$ cat src/rtl/cpu_ifetch_pkg.sv
// Shared fetch-stage types and constants: reset vector, instruction width and the
// {pc, instr} entry carried from fetch to decode.
package cpu_ifetch_pkg;

    localparam logic [31:0] CPU_RESET_PC = 32'hFFFF0000;
    localparam int unsigned CPU_INSTR_W  = 32;
    localparam int unsigned CPU_ADDR_W   = 32;

    typedef struct packed {
        logic [CPU_ADDR_W-1:0]  pc;
        logic [CPU_INSTR_W-1:0] instr;
    } fetch_entry_t;

    function automatic logic [CPU_ADDR_W-1:0] word_align(input logic [CPU_ADDR_W-1:0] a);
        return {a[CPU_ADDR_W-1:2], 2'b00};
    endfunction

endpackage

$ cat src/rtl/cpu_ifetch_fifo.sv
// DEPTH-entry response buffer of {pc, instr}; head is read straight from storage registers.
// Clear has priority over push/pop; push and pop together keep the count unchanged.
module cpu_ifetch_fifo
    import cpu_ifetch_pkg::*;
#(
    parameter int unsigned  DEPTH       = 2,
    parameter fetch_entry_t RESET_ENTRY = '0,
    localparam int unsigned PW          = $clog2(DEPTH),
    localparam int unsigned CW          = $clog2(DEPTH) + 1
) (
    input  logic         clock,
    input  logic         reset,
    input  logic         i_push,
    input  logic         i_pop,
    input  logic         i_clear,
    input  fetch_entry_t i_data,
    output logic [CW-1:0] o_count,
    output logic         o_valid,
    output fetch_entry_t o_head
);

    fetch_entry_t  r_mem [DEPTH];
    logic [PW-1:0] r_rd_ptr;
    logic [PW-1:0] r_wr_ptr;
    logic [CW-1:0] r_count;
    logic          w_full;
    logic          w_do_pop;

    assign w_full   = (r_count == CW'(DEPTH));
    assign w_do_pop = i_pop && (r_count != '0);

    always_ff @(posedge clock or posedge reset) begin
        if (reset) begin
            for (int unsigned i = 0; i < DEPTH; i++) begin
                r_mem[i] <= RESET_ENTRY;
            end
            r_rd_ptr <= '0;
            r_wr_ptr <= '0;
            r_count  <= '0;
        end else if (i_clear) begin
            r_rd_ptr <= '0;
            r_wr_ptr <= '0;
            r_count  <= '0;
        end else begin
            // When full, the write slot is the head being popped this cycle.
            if (i_push) begin
                r_mem[r_wr_ptr] <= i_data;
                r_wr_ptr        <= r_wr_ptr + PW'(1);
            end
            if (w_do_pop) begin
                r_rd_ptr <= r_rd_ptr + PW'(1);
            end
            r_count <= r_count + CW'(i_push) - CW'(w_do_pop);
        end
    end

    assign o_count = r_count;
    assign o_valid = (r_count != '0);
    assign o_head  = r_mem[r_rd_ptr];

    assert property (@(posedge clock) disable iff (reset)
        !(i_push && w_full && !w_do_pop && !i_clear));

endmodule

$ cat src/rtl/cpu_ifetch.sv
// Fetch stage p1: credit-limited in-order word requests to imem, responses buffered for decode.
// A p3 redirect clears the buffer and discards every response still in flight.
module cpu_ifetch
    import cpu_ifetch_pkg::*;
#(
    parameter logic [31:0]  RESET_PC = CPU_RESET_PC,
    parameter int unsigned  DEPTH    = 2
) (
    input  logic                   clock,
    input  logic                   reset,
    input  logic                   stall,
    input  logic                   p2_bubble,
    input  logic                   p3_jump_taken,
    input  logic [31:0]            p3_jump_target,
    output logic                   imem_req,
    output logic [31:0]            imem_addr,
    input  logic                   imem_gnt,
    input  logic                   imem_rvalid,
    input  logic [CPU_INSTR_W-1:0] imem_rdata,
    output logic [CPU_INSTR_W-1:0] p2_instr,
    output logic [31:0]            p2_pc,
    output logic                   p2_instr_valid
);

    localparam int unsigned  CW          = $clog2(DEPTH) + 1;
    localparam int unsigned  IW          = CW + 1;
    localparam fetch_entry_t RESET_ENTRY = {RESET_PC, 32'h0};

    logic [31:0]   r_pc;
    logic [31:0]   r_resp_pc;
    logic [CW-1:0] r_outstanding;
    logic [CW-1:0] r_discard;

    logic [CW-1:0] w_fifo_count;
    logic [IW-1:0] w_inflight;
    logic [31:0]   w_target;
    logic          w_flush;
    logic          w_pop;
    logic          w_fire;
    logic          w_drop;
    logic          w_push;
    fetch_entry_t  w_entry;
    fetch_entry_t  w_head;

    assign w_target   = word_align(p3_jump_target);
    assign w_flush    = p3_jump_taken && !stall;
    assign w_pop      = p2_instr_valid && !stall && !p2_bubble;
    assign w_inflight = {1'b0, r_outstanding} + {1'b0, w_fifo_count};

    assign imem_req  = !reset && !w_flush && (w_inflight < IW'(DEPTH));
    assign imem_addr = r_pc;
    assign w_fire    = imem_req && imem_gnt;
    assign w_drop    = (r_discard != '0);
    assign w_push    = imem_rvalid && !w_drop && !w_flush;
    assign w_entry   = {r_resp_pc, imem_rdata};

    always_ff @(posedge clock or posedge reset) begin
        if (reset) begin
            r_pc          <= RESET_PC;
            r_resp_pc     <= RESET_PC;
            r_outstanding <= '0;
            r_discard     <= '0;
        end else if (w_flush) begin
            // Everything still in flight after this cycle belongs to the wrong path.
            r_pc          <= w_target;
            r_resp_pc     <= w_target;
            r_outstanding <= r_outstanding - CW'(imem_rvalid);
            r_discard     <= r_outstanding - CW'(imem_rvalid);
        end else begin
            if (w_fire) begin
                r_pc <= r_pc + 32'd4;
            end
            if (w_push) begin
                r_resp_pc <= r_resp_pc + 32'd4;
            end
            if (imem_rvalid && w_drop) begin
                r_discard <= r_discard - CW'(1);
            end
            r_outstanding <= r_outstanding + CW'(w_fire) - CW'(imem_rvalid);
        end
    end

    cpu_ifetch_fifo #(
        .DEPTH       (DEPTH),
        .RESET_ENTRY (RESET_ENTRY)
    ) u_fifo (
        .clock   (clock),
        .reset   (reset),
        .i_push  (w_push),
        .i_pop   (w_pop),
        .i_clear (w_flush),
        .i_data  (w_entry),
        .o_count (w_fifo_count),
        .o_valid (p2_instr_valid),
        .o_head  (w_head)
    );

    assign p2_instr = w_head.instr;
    assign p2_pc    = w_head.pc;

    assert property (@(posedge clock) disable iff (reset)
        !(imem_rvalid && (r_outstanding == '0)));

endmodule

$ cat config.mk
export PLATFORM = sky130hd
export DESIGN_NAME = cpu_ifetch
export DESIGN_NICKNAME = d
export VERILOG_FILES = /design/src/rtl/cpu_ifetch_pkg.sv /design/src/rtl/cpu_ifetch_fifo.sv /design/src/rtl/cpu_ifetch.sv
export SDC_FILE = /design/constraint.sdc
export NUM_CORES = 1
export LEC_CHECK = 0
export CAP_MARGIN = 20
export CORE_ASPECT_RATIO = 0.5
export CORE_MARGIN = 1.5
export CORE_UTILIZATION = 24
export CTS_CLUSTER_SIZE = 24
export DETAILED_ROUTE_END_ITERATION = 10
export PLACE_DENSITY = 0.45
export SLEW_MARGIN = 0
export SYNTH_ARGS = -nofsm -noshare
export SYNTH_HDL_FRONTEND = slang
export SYNTH_SLANG_ARGS = --single-unit
$ cat constraint.sdc
create_clock -name clock -period 6.36 [get_ports clock]
set_input_delay 1.272 -clock clock [delete_from_list [all_inputs] [get_ports clock]]
set_output_delay 1.272 -clock clock [all_outputs]
set_load 0.03 [all_outputs]
==> impl_metrics.csv, run 1 <==
group,metric,value,unit
routing,wl_met3,645,um
routing,drtIter0Drc,279,
routing,top_layer_used,"met4",
timing,setup_viol,0,
setup_path,reg2reg_from,"r_outstanding[0]",
global_routing,grt_use_total,12.94,%
die,io_pins,169,
timing,fin_tns_setup,0,ps
timing,min_period,4268,ps
timing,hold_ws,473.7,ps
finish,multi_input_area,4024,um2
global_routing,grt_pass1_wl,39070,um
timing,fmax,0.2343,GHz
setup_path,r2r_end,"imem_addr[23]",
setup_path,reg2reg_slack,3160,ps
routing,drc,0,
synth,ys_seq_area_share,53.51,%
finish,fin_util,31.80,%
place,post-place-cells,1374,
place,dp_slack,2036,ps
timing,tightest_slew,1121,ps
place,gp_congestion,0.7635,
setup_path,end_kind,"output pin",
routing,finalWirelength,24540,um
global_routing,grt_pass1_vias,6771,
place,port_buffers,162,
finish,fin_nets,979,
die,rows,50,
power,power.density,510.3,nW/um2
synth,ys_dominant_reg_cell,"dfrtp_1",
place,hpwl,16580,um
setup_path,crit_chain,"clkdlybuf4s50_1 > nor2b_1 > nor4_1 > clkdlybuf4s50_1",
die,core_area,37410,um2
clock_network,cts_tree,"built",
clock_network,cts_resized,0,
finish,diodes,0,
clock_network,cts_made_buffers,17,
clock_network,ctsHoldBuffers,0,
synth,netlist_area,9129,um2
timing,grt_setup_unrepaired,"no",
die,dieArea,39290,um2
finish,fill_cells,3792,
clock_network,numClockSinks,192,
finish,drive_gt1_share,31.69,%
routing,viasPerCell,4.469,
power,leakage,4.585,nW
synth,synth-seq-cells,192,
finish,syn2layout_area_growth,30.33,%
routing,first_pass_iters,5,
setup_path,critPathKind,"input port to output pin",
synth,synth_warnings,0,
min_path,min_to,"u_fifo.r_mem[40]",
power,vdd_drop_max,217.3,uV
synth,synth_edf_count,0,
finish,final_cells,1406,
flow_run,maxCapViolations,0,
clock_network,worstSkewPairLatency,440,ps
global_routing,grt_start_max_net_pins,193,
timing,final_max_slew_viol_count,0,
die,die_h,140.9,um
synth,async_reset_ff_share,100.0,%
timing,hold_viol_final,0,
setup_path,cp.arrival,3000,ps
min_path,hp-class,"register to register",
global_routing,overflow,0,
routing,wl_met1,10910,um
routing,antenna_left,0,
min_path,hold_depth,2,
timing,period_share,67.10,%
setup_path,worstPathMaxFanout,6,
timing,skew,14.68,ps
setup_path,crit_path_frequent_cell,"clkdlybuf4s50_1",
setup_path,required,5090,ps
die,fp.dieW,278.8,um
clock_network,cts-root-buf,"clkbuf_16",
finish,final_area,11900,um2
routing,wl_per_cell,17.45,um
min_path,holdCritStartpoint,"u_fifo.r_mem[40]",
setup_path,reg2regPathDepth,8,
clock_network,htree_num_levels,4,
clock_network,clk_pin_slew,70,ps
clock_network,clockBufferDepth,2,
status,outcome,"completed",
synth,netlist_instances,755,
place,placed_area,11270,um2
timing,slew_headroom,25.27,%
synth,synth_cell_types,38,
setup_path,critPathSlowestCell,"clkdlybuf4s50_1",
global_routing,antenna_found_initial,0,
routing,wl_met2,12600,um
timing,setup_ws,2092,ps
setup_path,crit_path_max_incr_delay,620,ps
setup_path,critPathLaunchType,"input port",
routing,via_count,6284,
synth,syn-mean-instance-area,12.09,um2
power,power,6.071,mW
die,initial_core_util,24.40,%
finish,seq_area,4886,um2
clock_network,cts_setup_buffers,0,
## per-layer routing
layer,GRT usage [%],vias to the layer above
met5,0,-
met4,3.261,0
met3,2.917,20
met2,22.85,58
met1,16.00,3230
li1,-,2976
## critical path, delay by kind of cell
| kind | cells | cell delay [ps] |
|---|---|---|
| buf+inv | 2 | 1140 |
| simple gates | 2 | 580 |
## state kept, by name (all words and copies together) (netlist names)
register	cells
u_fifo.r_rd_ptr	1
r_outstanding	2
u_fifo.r_mem	124
r_discard	2
u_fifo.o_count	2
imem_addr	30
r_resp_pc	30
u_fifo.r_wr_ptr	1
## cell usage after synthesis (all sizes together), types with 8 or more instances
cell	n	area (um2)
mux2	182	2049
dfrtp	128	3203
dfstp	64	1682
a21oi	47	235.2
nor2	40	150.1
xnor2	34	297.8
clkbuf	31	116.4
nand2	30	112.6
o21ai	20	100.1
nand3	19	95.09
xor2	19	166.4
nand4	17	112.6
a31oi	14	87.58
and3	14	87.58
buf	14	77.57
inv	14	52.55
nor3	12	60.06
or3	12	75.07
nor4	9	56.30
ha	8	100.1
## final cells by class
cell class                 count  area share (%)
inverter                      14          0.4732
tap                          494           5.195
multi-input combinational    507           33.82
clock buffer                  24           4.585
clock inverter                 8          0.7046
sequential                   192           41.07
timing repair buffer         167           14.16
## worst max path at each step
| stage | from | end | depth (start not counted) |
|---|---|---|---|
| finish | p3_jump_taken | imem_req | 4 |
| CTS | u_fifo.r_rd_ptr | p2_pc[11] | 3 |
| global placement | p3_jump_taken | imem_req | 4 |
| floorplan | reset | imem_addr[10] | 1 |
| global route | u_fifo.r_rd_ptr | p2_pc[9] | 3 |
| detailed placement | p3_jump_taken | imem_req | 4 |
## placed cells by master (no fill, tap or decap), types with 7 or more instances in the layout
master	synthesis	final
clkbuf_16	0	20
dfstp_2	64	64
nor3_1	12	12
ha_1	8	8
clkdlybuf4s50_1	0	162
xnor2_1	34	34
nor2_1	40	39
nand3_1	19	19
nand4_1	16	16
and4_1	7	7
nand2_1	30	30
xor2_1	19	19
mux2_2	182	182
o21ai_0	20	20
a31oi_1	14	14
nor4_1	9	9
a21oi_1	47	47
inv_1	13	12
and3_1	14	14
or3_1	12	12
dfrtp_1	128	127
## report_power, final
group          internal, mW  switching [mW]
logic                  1.36            1.42
clock network         0.648           0.492
registers              1.81           0.341
## kinds of logic after synthesis
logic type / after synthesis / share of synthesized area (%)
AO/OA/AOI/OAI: 82 / 4.715
XOR/XNOR: 53 / 5.085
adder cells (fa/ha/maj): 9 / 1.316
buffers and inverters: 59 / 2.700
flip-flops: 192 / 53.51
multiplexers: 183 / 22.56
other: 1 / 0.04108
AND/OR/NAND/NOR: 176 / 10.07
Power figures use the tool's default switching activity.
==> run 2, diff against run 1 <==
- clock period: 6.36 -> 3.9 ns (I/O delays scaled with it)
==> impl_metrics.csv, run 2 (same netlist as run 1, synthesis figures left out) <==
group,metric,value,unit
timing,period_share,86.01,%
finish,drive_gt1_share,32.39,%
die,rows,50,
timing,fmax,0.2981,GHz
clock_network,numClockSinks,192,
setup_path,end_kind,"output pin",
timing,setup_viol,0,
routing,finalWirelength,24760,um
clock_network,cts_made_buffers,17,
finish,largest_reg_flops,124,
setup_path,crit_family,"buffers and inverters",
setup_path,cp.arrival,2570,ps
global_routing,overflow,0,
clock_network,clockBufferDepth,2,
global_routing,grt_start_max_net_pins,68,
global_routing,antenna_found_initial,0,
routing,drc,0,
finish,fin_nets,990,
status,outcome,"completed",
power,vdd_drop_max,392.8,uV
routing,via_count,6302,
routing,wl_per_cell,17.46,um
die,initial_core_util,24.40,%
finish,final_common_cell,"mux2_2",
clock_network,htree_num_levels,4,
timing,fin_tns_setup,0,ps
routing,first_pass_iters,4,
clock_network,clk_pin_slew,80,ps
die,fp.dieW,278.8,um
global_routing,grt_pass1_wl,39050,um
place,hpwl,17350,um
finish,fin_util,32.05,%
flow_run,maxCapViolations,0,
setup_path,critPathKind,"register to output pin",
timing,grt_setup_unrepaired,"no",
routing,drtIter0Drc,249,
setup_path,required,3120,ps
setup_path,reg2reg_slack,1040,ps
finish,final_cell_mix,"mux2_2, clkdlybuf4s50_1, dfrtp_1",
timing,hold_viol_final,0,
finish,fill_cells,3775,
finish,top_register,"u_fifo.r_mem",
timing,min_period,3354,ps
timing,slew_headroom,52.23,%
clock_network,cts_tree,"built",
setup_path,critPathSlowestCell,"dfrtp_2",
timing,skew,15.27,ps
clock_network,ctsHoldBuffers,0,
die,io_pins,169,
power,power.density,823.1,nW/um2
place,gp_congestion,0.7626,
setup_path,crit_chain,"buf_4 > mux2_2 > clkdlybuf4s50_1",
clock_network,worstSkewPairLatency,450,ps
die,die_h,140.9,um
finish,syn2layout_area_growth,31.35,%
timing,final_max_slew_viol_count,0,
clock_network,cts_setup_buffers,0,
place,port_buffers,162,
power,leakage,4.633,nW
global_routing,grt_pass1_vias,6690,
global_routing,grt_use_total,12.97,%
die,dieArea,39290,um2
clock_network,cts-root-buf,"clkbuf_16",
routing,antenna_left,0,
setup_path,worstPathMaxFanout,18,
setup_path,cp_num_buf_inv,2,
timing,tightest_slew,716.6,ps
clock_network,cts_resized,0,
power,power,9.870,mW
setup_path,crit_path_max_incr_delay,720,ps
setup_path,critPathLaunchType,"register",
die,core_area,37410,um2
routing,viasPerCell,4.444,
min_path,hp-class,"register to register",
[run 2: per-stage QoR]
stage / hold WS, ps / cell area (um2) / cells / setup slack [ps]
after floorplan: 444.4 / 9144 / 758 / 695.8
after global placement: 464.9 / 11390 / 1385 / 655.9
after detailed placement: 479.5 / 11390 / 1385 / 648.9
after CTS: 489.6 / 11990 / 1417 / 443.2
after global routing: 514.8 / 11990 / 1417 / 403.9
final: 484.1 / 11990 / 1418 / 545.6
[run 2: worst reg2reg max path: stages, from the launching register on]
cell and delay (ps):
dfrtp_1 410, and2_1 180, fa_1 480, nor2_1 90, and3_1 200, inv_2 170
or4_1 720, or3_1 360, a31oi_1 160
[run 2: report_power, final]
group	internal (mW)	switching [mW]	leakage [nW]	total, mW
Sequential	2.95	0.552	2.18	3.50
Combinational	2.25	2.34	2.16	4.59
Clock	0.974	0.803	0.291	1.78
[run 2: final timing paths]
path	to	startpoint	cells after the start
min in group asynchronous	imem_addr[2]	reset	2
max in group asynchronous	u_fifo.r_mem[62]	reset	3
hold / removal	u_fifo.r_mem[54]	u_fifo.r_mem[54]	2
setup reg to reg	imem_addr[31]	r_outstanding[0]	8
setup / recovery	p2_pc[17]	u_fifo.r_rd_ptr	3
hold reg to reg	u_fifo.r_mem[54]	u_fifo.r_mem[54]	2
[run 2: final cells by class]
class	count	area, um2	area share [%]
sequential	192	4886	40.75
multi-input combinational	507	4024	33.56
timing repair buffer	178	1804	15.05
tap	494	618.1	5.155
clock buffer	24	535.5	4.466
clock inverter	8	63.81	0.5322
inverter	14	56.30	0.4696
antenna	1	2.502	0.02087
[run 2: per-layer routing]
| layer | GRT usage, % | wire [um] |
|---|---|---|
| met5 | 0 | 0 |
| met4 | 5.092 | 549 |
| met1 | 15.74 | 10760 |
| met3 | 2.022 | 565 |
| met2 | 23.15 | 12880 |
